**config.mk**
```make
export PLATFORM = sky130hd
export DESIGN_NAME = bnn_conv_engine
export DESIGN_NICKNAME = d
export VERILOG_FILES = /design/src/rtl/bnn_pkg.sv /design/src/rtl/bnn_adder_tree.sv /design/src/rtl/bnn_conv_engine.sv
export SDC_FILE = /design/constraint.sdc
export NUM_CORES = 1
export LEC_CHECK = 0
export CAP_MARGIN = 15
export CORE_ASPECT_RATIO = 1.1
export CORE_MARGIN = 2
export CORE_UTILIZATION = 33
export DETAILED_ROUTE_END_ITERATION = 12
export GPL_TIMING_DRIVEN = 0
export PLACE_DENSITY_LB_ADDON = 0.15
export SLEW_MARGIN = 20
export SYNTH_ARGS = -nofsm -noshare
export SYNTH_HDL_FRONTEND = slang
export SYNTH_SLANG_ARGS = --single-unit
```
**constraint.sdc**
```tcl
create_clock -name clk -period 2.4 [get_ports clk]
set_input_delay 0.48 -clock clk [delete_from_list [all_inputs] [get_ports clk]]
set_output_delay 0.48 -clock clk [all_outputs]
set_load 0.02 [all_outputs]
```
**src/rtl/bnn_pkg.sv**
```systemverilog
// bnn_pkg: shared definitions for the binary-weight convolution engine.
//   state_t     - control FSM states
//   lat(k)      - input-to-output latency in cycles for a k x k kernel
//   acc_w(dw,k) - accumulator width that cannot overflow for k*k products
package bnn_pkg;

   typedef enum logic [1:0] {
      S_IDLE   = 2'd0,
      S_LOAD_W = 2'd1,
      S_RUN    = 2'd2,
      S_DRAIN  = 2'd3
   } state_t;

   // product register + adder-tree levels + bias register
   function automatic int lat(input int k);
      return $clog2(k * k) + 2;
   endfunction

   function automatic int acc_w(input int dw, input int k);
      return dw + $clog2(k * k) + 1;
   endfunction

endpackage

```
**src/rtl/bnn_adder_tree.sv**
```systemverilog
// bnn_adder_tree: fully registered binary adder tree.
//   N inputs of W bits are zero-padded to the next power of two and reduced
//   one pairwise level per cycle, giving $clog2(N) cycles of latency.
// Ports:
//   clk, rstn - clock, asynchronous active-low reset
//   i_valid   - qualifier travelling alongside i_data
//   i_data    - N packed operands, operand 0 in the LSBs
//   o_valid   - i_valid delayed by the tree depth
//   o_sum     - two's-complement sum of the operands (modulo 2^W)
module bnn_adder_tree #(
   parameter int N = 25,
   parameter int W = 14
) (
   input  logic           clk,
   input  logic           rstn,
   input  logic           i_valid,
   input  logic [N*W-1:0] i_data,
   output logic           o_valid,
   output logic [W-1:0]   o_sum
);

   localparam int L = $clog2(N);
   localparam int P = 1 << L;

   logic [W-1:0] w_pad [P];
   logic [W-1:0] r_lvl [L][P];   // r_lvl[l] holds P>>(l+1) live partial sums
   logic [L-1:0] r_vld;

   for (genvar g = 0; g < P; g++) begin : g_pad
      if (g < N) begin : g_real
         assign w_pad[g] = i_data[g*W +: W];
      end else begin : g_zero
         assign w_pad[g] = '0;
      end
   end

   always_ff @(posedge clk or negedge rstn) begin
      if (!rstn) begin
         r_vld <= '0;
         for (int l = 0; l < L; l++)
            for (int i = 0; i < P; i++)
               r_lvl[l][i] <= '0;
      end else begin
         r_vld <= {r_vld[L-2:0], i_valid};
         for (int i = 0; i < P / 2; i++)
            r_lvl[0][i] <= w_pad[2*i] + w_pad[2*i+1];
         for (int l = 1; l < L; l++)
            for (int i = 0; i < (P >> (l + 1)); i++)
               r_lvl[l][i] <= r_lvl[l-1][2*i] + r_lvl[l-1][2*i+1];
      end
   end

   assign o_valid = r_vld[L-1];
   assign o_sum   = r_lvl[L-1][0];

endmodule

```
**src/rtl/bnn_conv_engine.sv**
```systemverilog
// bnn_conv_engine: streaming K x K convolution with binary (+1/-1) weights.
//   A frame is: start -> K*K weight bits -> column vectors for every row strip
//   -> drain of the pipeline. Each accepted column shifts into a K-column
//   window; once a row strip has K columns, every accept yields one output.
// Handshake: the inputs have no back-pressure. A weight bit is taken on any
//   cycle with weight_valid high in LOAD_W; a column is taken on any cycle
//   with taps_valid high in RUN. ovalid marks dout/dout_bin for one cycle and
//   nothing downstream can stall it.
// Ports:
//   clk, rstn            - clock, asynchronous active-low reset
//   start                - begins a frame (IDLE only); latches cfg_ni, cfg_bias
//   cfg_ni, cfg_bias     - image width and output bias
//   weight_valid/_bit    - serial weight stream, row-major, 1 = +1, 0 = -1
//   taps_valid, taps     - column vector, row 0 in the MSBs
//   dout, dout_bin       - sum + bias and its sign activation (1 when >= 0)
//   ovalid, done         - output strobe, last-output-of-frame strobe
//   busy                 - high whenever not IDLE
//   o_dbg_state          - current FSM state for observation
module bnn_conv_engine
   import bnn_pkg::*;
#(
   parameter int K      = 5,
   parameter int DW     = 8,
   parameter int NI_MAX = 28,
   parameter int ACC_W  = acc_w(DW, K)
) (
   input  logic                        clk,
   input  logic                        rstn,
   input  logic                        start,
   input  logic [$clog2(NI_MAX+1)-1:0] cfg_ni,
   input  logic signed [ACC_W-1:0]     cfg_bias,
   input  logic                        weight_valid,
   input  logic                        weight_bit,
   input  logic                        taps_valid,
   input  logic [K*DW-1:0]             taps,
   output logic signed [ACC_W-1:0]     dout,
   output logic                        dout_bin,
   output logic                        ovalid,
   output logic                        busy,
   output logic                        done,
   output logic [1:0]                  o_dbg_state
);

   localparam int NW  = K * K;
   localparam int LAT = lat(K);
   localparam int CW  = $clog2(NI_MAX + 1);
   localparam int WCW = $clog2(NW);

   state_t              r_state;
   logic                r_busy;
   logic [CW-1:0]       r_ni, r_col, r_row;
   logic [ACC_W-1:0]    r_bias;
   logic [NW-1:0]       r_w;          // bit r*K+c is kernel tap [r][c]
   logic [WCW-1:0]      r_wcnt;
   logic [DW-1:0]       r_win [K][K]; // [column slot][row], slot K-1 newest
   logic [DW-1:0]       w_nwin [K][K];
   logic [NW*ACC_W-1:0] w_prod, r_prod;
   logic                r_pvld;
   logic [LAT-1:0]      r_lastp;
   logic [ACC_W-1:0]    r_dout;
   logic                r_dout_bin, r_ovalid;
   logic                w_acc, w_qual, w_last, w_col_end, w_row_end, w_done;
   logic                w_tvld;
   logic [ACC_W-1:0]    w_tsum, w_biased;

   // +x for weight 1, -x for weight 0; sign-extended first so -(-2^(DW-1)) fits
   function automatic logic [ACC_W-1:0] signed_term(input logic [DW-1:0] x,
                                                    input logic w);
      logic [ACC_W-1:0] ext;
      ext = {{(ACC_W-DW){x[DW-1]}}, x};
      return w ? ext : (~ext + 1'b1);
   endfunction

   assign w_acc     = (r_state == S_RUN) && taps_valid;
   assign w_col_end = (r_col == r_ni - 1'b1);
   assign w_row_end = (r_row == r_ni - CW'(K));
   // columns left over from the previous row strip are never used because
   // no output is produced until K new columns have arrived in this strip
   assign w_qual    = w_acc && (r_col >= CW'(K - 1));
   assign w_last    = w_acc && w_col_end && w_row_end;
   assign w_done    = r_lastp[LAT-1];

   // window as it will look after this cycle's accept; products use it so
   // the accepted column contributes without an extra cycle
   always_comb begin
      for (int c = 0; c < K - 1; c++)
         for (int r = 0; r < K; r++)
            w_nwin[c][r] = r_win[c+1][r];
      for (int r = 0; r < K; r++)
         w_nwin[K-1][r] = taps[(K-1-r)*DW +: DW];
   end

   always_comb begin
      w_prod = '0;
      for (int i = 0; i < NW; i++)
         w_prod[i*ACC_W +: ACC_W] = signed_term(w_nwin[i % K][i / K], r_w[i]);
   end

   always_ff @(posedge clk or negedge rstn) begin
      if (!rstn) begin
         r_state <= S_IDLE;
         r_busy  <= 1'b0;
         r_ni    <= '0;
         r_bias  <= '0;
         r_w     <= '0;
         r_wcnt  <= '0;
         r_col   <= '0;
         r_row   <= '0;
      end else begin
         case (r_state)
            S_IDLE: if (start) begin
               r_state <= S_LOAD_W;
               r_busy  <= 1'b1;
               r_ni    <= cfg_ni;
               r_bias  <= cfg_bias;
               r_wcnt  <= '0;
               r_col   <= '0;
               r_row   <= '0;
            end
            S_LOAD_W: if (weight_valid) begin
               r_w[r_wcnt] <= weight_bit;
               r_wcnt      <= r_wcnt + 1'b1;
               if (r_wcnt == WCW'(NW - 1)) r_state <= S_RUN;
            end
            S_RUN: if (taps_valid) begin
               if (w_col_end) begin
                  r_col <= '0;
                  r_row <= r_row + 1'b1;
                  if (w_row_end) r_state <= S_DRAIN;
               end else begin
                  r_col <= r_col + 1'b1;
               end
            end
            S_DRAIN: if (w_done) begin
               r_state <= S_IDLE;
               r_busy  <= 1'b0;
            end
            default: r_state <= S_IDLE;
         endcase
      end
   end

   bnn_adder_tree #(.N(NW), .W(ACC_W)) u_tree (
      .clk     (clk),
      .rstn    (rstn),
      .i_valid (r_pvld),
      .i_data  (r_prod),
      .o_valid (w_tvld),
      .o_sum   (w_tsum)
   );

   assign w_biased = w_tsum + r_bias;

   always_ff @(posedge clk or negedge rstn) begin
      if (!rstn) begin
         for (int c = 0; c < K; c++)
            for (int r = 0; r < K; r++)
               r_win[c][r] <= '0;
         r_prod     <= '0;
         r_pvld     <= 1'b0;
         r_lastp    <= '0;
         r_dout     <= '0;
         r_dout_bin <= 1'b0;
         r_ovalid   <= 1'b0;
      end else begin
         if (w_acc)
            for (int c = 0; c < K; c++)
               for (int r = 0; r < K; r++)
                  r_win[c][r] <= w_nwin[c][r];
         r_prod   <= w_prod;
         r_pvld   <= w_qual;
         r_lastp  <= {r_lastp[LAT-2:0], w_last};
         r_ovalid <= w_tvld;
         if (w_tvld) begin
            r_dout     <= w_biased;
            r_dout_bin <= ~w_biased[ACC_W-1];
         end
      end
   end

   assign dout        = r_dout;
   assign dout_bin    = r_dout_bin;
   assign ovalid      = r_ovalid;
   assign busy        = r_busy;
   assign done        = w_done;
   assign o_dbg_state = r_state;

endmodule

```
**Word-level counts from Yosys, hierarchy flattened**

Cells that the tools add are included.

- Add/sub/neg operators: 55
- Order comparisons: 3
- Equal/unequal tests: 13
- Mux-type cells: 48
- Bitwise gates (word level): 26
- Reduce and logical (&&, ||, !) cells: 16

Operators with widths:

| cell | count |
|---|---|
| $add A14 B1 Y14 const B | 25 |
| $add A14 B14 Y14 | 25 |
| $mux W14 | 25 |
| $not A14 Y14 | 25 |
| $mux W5 | 6 |
| $pmux W5 S2 | 3 |
| $bwmux W25 | 1 |
| $add A5 B1 Y5 const B | 3 |
| $mux W2 | 7 |
| $ne A2 B2 Y1 const B | 7 |
| $eq A5 B5 Y1 | 2 |
| $reduce_and A3 Y1 | 3 |
| $pmux W2 S4 | 1 |
| $reduce_and A7 Y1 | 1 |
| $lt A5 B6 Y1 const B | 1 |
| $reduce_bool A2 Y1 | 3 |
| $demux W1 S5 | 1 |
| $eq A5 B5 Y1 const B | 1 |
| $ge A5 B1 Y1 const B | 1 |
| $ge A5 B3 Y1 const B | 1 |
| $logic_and A1 B1 Y1 | 5 |
| $sub A5 B1 Y5 const B | 1 |
| $sub A5 B3 Y5 const B | 1 |
| $eq A2 B2 Y1 const B | 2 |
| other kinds (7) | 10 |

- Register bits after elaboration: 979
- Output and inout port bits: 20
- Logic and storage cells: 223

**Logic depth before layout (Yosys ltp)**

- Depth in word-level cells: 6
- Gate-level depth with buffers: 10
- Mapped depth without buffers: 10

**Hierarchy**

A second synthesis with hierarchy kept.

- Cells, all modules: 4258
- Area, all modules: 48053.6 um^2

Modules (own cells, without submodules):

| module | times used | cells each | area each (um^2) | seq. area each (um^2) |
|---|---|---|---|---|
| bnn_conv_engine | 1 | 1989 | 24504.8 | 14914.3 |
| bnn_adder_tree | 1 | 2269 | 23548.8 | 9584.2 |

**Worst setup path after synthesis**

OpenSTA, ideal clock, no wires.

- Kind: register to register
- Start point: register u_tree.r_lvl[1764] in the netlist's numbering
- End point: register u_tree.r_lvl[1342] in the netlist's numbering
- Library setup time: 80 ps
- Data arrival time: 2255 ps
- Setup slack: 65 ps
- Cell stages (with the launch flop): 10
- Buffers on the path: 0
- Period minus slack after synthesis: 2335 ps
- Cell sequence: dfrtp_1 > ha_1 > fa_1 > a21o_1 > a21oi_1 > o21bai_1 > a2111oi_2 > o41ai_1 > a21oi_1 > xnor2_1

- Longest elaborated chain between the ends: 1

Ends and longest elaborated chain:

| item | line | text |
|---|---|---|
| start: declaration | bnn_adder_tree.sv:26 | `logic [W-1:0] r_lvl [L][P];` |
| start signal: indexed assignment | bnn_adder_tree.sv:46 | `r_lvl[0][i] <= w_pad[2*i] + w_pad[2*i+1];` |
| start signal: indexed assignment | bnn_adder_tree.sv:49 | `r_lvl[l][i] <= r_lvl[l-1][2*i] + r_lvl[l-1][2*i+1];` |
| $add A14 B14 Y14 | bnn_adder_tree.sv:49 |  |

Every way passes these cells.
A chain may end at the register's enable or synchronous reset.

**Worst setup path after layout**

- Start point: register u_tree.r_lvl[2128] in the netlist's numbering
- End point: register u_tree.r_lvl[1748] in the netlist's numbering

The elaborated chain is that of the path after synthesis.

==> results.txt <==
----------------------------------------------------
[Status]
  Result of the run ... complete, but fails checks
  Failing checks ... hold timing, setup timing

[Clocking]
  Clock tree from TritonCTS ... yes
  Number of H-tree levels ... 3
  Clock transition at the register clock pins on the worst setup and hold paths after CTS ... 0.07 ns
  Insertion delay to the later sink of the worst-skew pair ... 0.73 ns
  CTS Sinks ... 979
  Number of clock buffers inserted by TritonCTS ... 109
  Maximum clock insertion buffer count ... 3
  Clock root buffer master ... sky130_fd_sc_hd__clkbuf_16

[Cells and area]
  Synthesis-to-layout area growth ... 18.0%
  Share of cells above drive strength 1 ... 16.4%
  Finished Layout Cells ... 6,287
  Number of fillers in the final layout ... 13,608
  Fin nets ... 4,733
  Utilization after layout ... 39.2%

[Synth]
  Sequential fraction of the synthesis area ... 52.1%
  Distinct cell type count after synthesis ... 71
  Post-Synthesis Net Count ... 4,495
  Cell type with the largest total area after synthesis ... sky130_fd_sc_hd__dfrtp_1
  Synthesized area per cell ... 11.6 um^2
  Share of the synthesized area in the top cell type ... 52.1%
  Number of flops mapped to enable cells by yosys ... 0
  Cells after Synth ... 4,043
  Flops & latches, synth ... 979
  Fraction of registers with async set or reset after synthesis ... 100%
  Commonest cells in the synthesized netlist ... sky130_fd_sc_hd__dfrtp_1 (979), sky130_fd_sc_hd__ha_1 (362), sky130_fd_sc_hd__nor2_1 (318)
  Largest cells by area after synthesis ... sky130_fd_sc_hd__dfrtp_1 (52%), sky130_fd_sc_hd__ha_1 (9.6%), sky130_fd_sc_hd__mux2_2 (6.5%), sky130_fd_sc_hd__xor2_1 (4.8%), sky130_fd_sc_hd__xnor2_1 (3.7%)
  Most common cell in the netlist ... sky130_fd_sc_hd__dfrtp_1
  Most instantiated flip-flop cell in the synthesis netlist ... sky130_fd_sc_hd__dfrtp_1
  Post-synthesis instance area ... 47,000 um^2
  Number of warnings printed during yosys synthesis ... 0

[Timing]
  Unrepaired setup endpoints after global routing ... yes
  Total count of max-transition violations in the final report ... 0
  Worst Slack Setup Final ... -0.0438 ns
  Upper clock frequency limit ... 409 MHz
  Crit share post-route ... 102%
  Worst hold margin ... -0.363 ns
  Setup tns final ... -0.0438 ns
  Clk_skew ... 0.0329 ns
  Final period demand of the worst path ... 2.44 ns
  Setup violators final ... 1
  Final count of hold timing violations ... 106
  Rel. slew slack ... 33.7%
  Actual slew at the worst max-slew pin ... 0.994 ns

[Die]
  Initial standard-cell utilization of the core ... 33.2%
  Die area ... 146,000 um^2
  Number of I/O pins ... 85
  Std-Cell Core Area ... 142,000 um^2
  Chip Height ... 400 um
  Placement Rows ... 145
  Die Span X ... 364 um

[Critical path]
  Worst EP arrival ... 3.04 ns
  Critical-path maximum fanout ... 2
  R2r setup slk ... -0.04 ns
  Endpoint of the worst-slack reg-to-reg timing path ... u_tree.r_lvl[1748]
  Worst Path Required ... 3.00 ns
  Worst reg2reg path startpoint ... u_tree.r_lvl[2128]
  Type of destination of the critical path ... flop
  Number of cells on the worst reg-to-reg path ... 9
  Setup Crit Path Kind ... flop to flop
  Startpoint Class ... flop

[Placed design]
  Total half-perimeter wirelength after legalization and detailed placement ... 86.5 mm
  Number of I/O port buffers ... 79
  Number of instances in the placed design ... 6,045
  GPL Wtd Cong ... 0.825

[Drt]
  Vias after detailed routing ... 29,850
  Antenna violation net count after detailed routing ... 0
  DRT Wirelength ... 115 mm
  Number of violations reported at the end of detailed-routing iteration 0 ... 1,380
  Number of DRC violations after detailed routing ... 0
  TritonRoute pass-1 iters ... 7
  Via density per instance ... 4.75
  Final routed wire length divided by cell count ... 18.3 um

[Global route]
  Maximum number of pins on one net before global-route repair ... 131
  Global-route usage over all layers ... 16.0%
  Grt total ovfl ... 0
  Initial antenna violation count ... 9
  Number of global-route vias before repair ... 30,729
  Global-route wire length before repair ... 179 mm

[Hold path]
  Min-Delay Path Class ... input port to async pin

[Job]
  Maximum Capacitance Violations ... 0

----------------------------------------------------
==> kinds of logic (layout without fill, tap and decap cells) <==
family	count (synthesis)	count (layout)	synth area share [%]
AOI/OAI and AO/OA	833	833	11.5
xor gates and xnor gates	454	454	8.46
adders and majority gates	387	387	10.7
buffers and inverters	233	565	1.87
DFF	979	979	52.1
muxes	279	279	6.66
other	0	1	0
and+or+nand+nor	878	878	8.68
==> worst max path at each step <==
| stage | cells past startpoint | end | from |
|---|---|---|---|
| floorplan | 9 | u_tree.r_lvl[1342] | u_tree.r_lvl[1764] |
| detailed placement | 5 | r_prod[79] | rstn |
| global placement | 1 | r_prod[65] | rstn |
| finish | 9 | u_tree.r_lvl[1748] | u_tree.r_lvl[2128] |
| CTS | 9 | u_tree.r_lvl[1748] | u_tree.r_lvl[2128] |
| global route | 9 | u_tree.r_lvl[1748] | u_tree.r_lvl[2128] |
==> through the flow <==
stage	setup WS [ns]	area, um^2
6_report	-0.0438	55500
5_1_grt	-0.133	55500
4_1_cts	-0.136	54800
3_5_place_dp	-0.949	50500
3_3_place_gp	-44.36	50200
2_1_floorplan	0.0652	47000
==> layout make-up <==
type / instances / area, um^2 / area share [%]
clock buffer: 163 / 3230 / 5.83
clock inverter: 42 / 573 / 1.03
tap: 1911 / 2390 / 4.31
sequential: 979 / 24500 / 44.2
antenna: 1 / 2.50 / 0.00451
inverter: 143 / 539 / 0.972
timing repair buffer: 127 / 1390 / 2.51
multi-input combinational: 2831 / 22400 / 40.5
buffer: 90 / 397 / 0.715
==> cell usage in the layout, fill, tap and decap left out, types with 22 or more instances in the layout <==
cell type                           n
sky130_fd_sc_hd__dfrtp_1          974
sky130_fd_sc_hd__a31oi_1           41
sky130_fd_sc_hd__nand2b_1          28
sky130_fd_sc_hd__nor4_1            22
sky130_fd_sc_hd__nor2b_1           31
sky130_fd_sc_hd__mux2_2           268
sky130_fd_sc_hd__clkbuf_1          86
sky130_fd_sc_hd__a21oi_2           40
sky130_fd_sc_hd__clkbuf_16        112
sky130_fd_sc_hd__nand3_1           50
sky130_fd_sc_hd__nand2_1          162
sky130_fd_sc_hd__nor2_1           317
sky130_fd_sc_hd__clkbuf_8          26
sky130_fd_sc_hd__inv_1            140
sky130_fd_sc_hd__clkdlybuf4s50_1   78
sky130_fd_sc_hd__a21oi_1          216
sky130_fd_sc_hd__ha_1             341
sky130_fd_sc_hd__xor2_1           252
sky130_fd_sc_hd__o21a_1            35
sky130_fd_sc_hd__a21o_1           150
sky130_fd_sc_hd__o21ai_0          140
sky130_fd_sc_hd__buf_4             36
sky130_fd_sc_hd__nor3_1           158
sky130_fd_sc_hd__o21bai_1          23
sky130_fd_sc_hd__xnor2_1          194
==> state kept, by name, indices dropped and copies added, names as in the netlist, 2 cells and up <==
| register | flops |
|---|---|
| u_tree.r_lvl | 364 |
| r_prod | 350 |
| r_win | 160 |
| r_w | 25 |
| dout | 14 |
| r_bias | 14 |
| u_tree.o_sum | 14 |
| r_lastp | 7 |
| r_col | 5 |
| r_ni | 5 |
| r_row | 5 |
| r_wcnt | 5 |
| u_tree.r_vld | 5 |
| o_dbg_state | 2 |
==> critical path: stages (launching register included) <==
cell and delay [ns]:
sky130_fd_sc_hd__dfrtp_1 0.41, sky130_fd_sc_hd__ha_2 0.21, sky130_fd_sc_hd__fa_2 0.36, sky130_fd_sc_hd__a21oi_2 0.18
sky130_fd_sc_hd__o211ai_1 0.14, sky130_fd_sc_hd__o311ai_1 0.30, sky130_fd_sc_hd__nand3_1 0.18, sky130_fd_sc_hd__nor3_2 0.14
sky130_fd_sc_hd__o21bai_1 0.11, sky130_fd_sc_hd__xor2_2 0.28
==> metal layers <==
metal	global-route usage, %	vias up	wire length [um]
met5	0	-	13
met4	6.68	2	4440
met3	2.22	167	3750
met2	26.7	429	54800
met1	20.9	14534	52300
li1	-	14718	-
==> what timing repair did <==
item	4_1_cts	5_1_grt
pin swaps	31	83
setup buffers	10	24
resized for setup	91	136
cloned	1	1
hold endpoints to repair	106	106
endpoints found under the setup margin	337	223
Power is left out: the tool's default activity adds up to more than one toggle a clock period on the data nets, which glitch-free logic cannot reach.
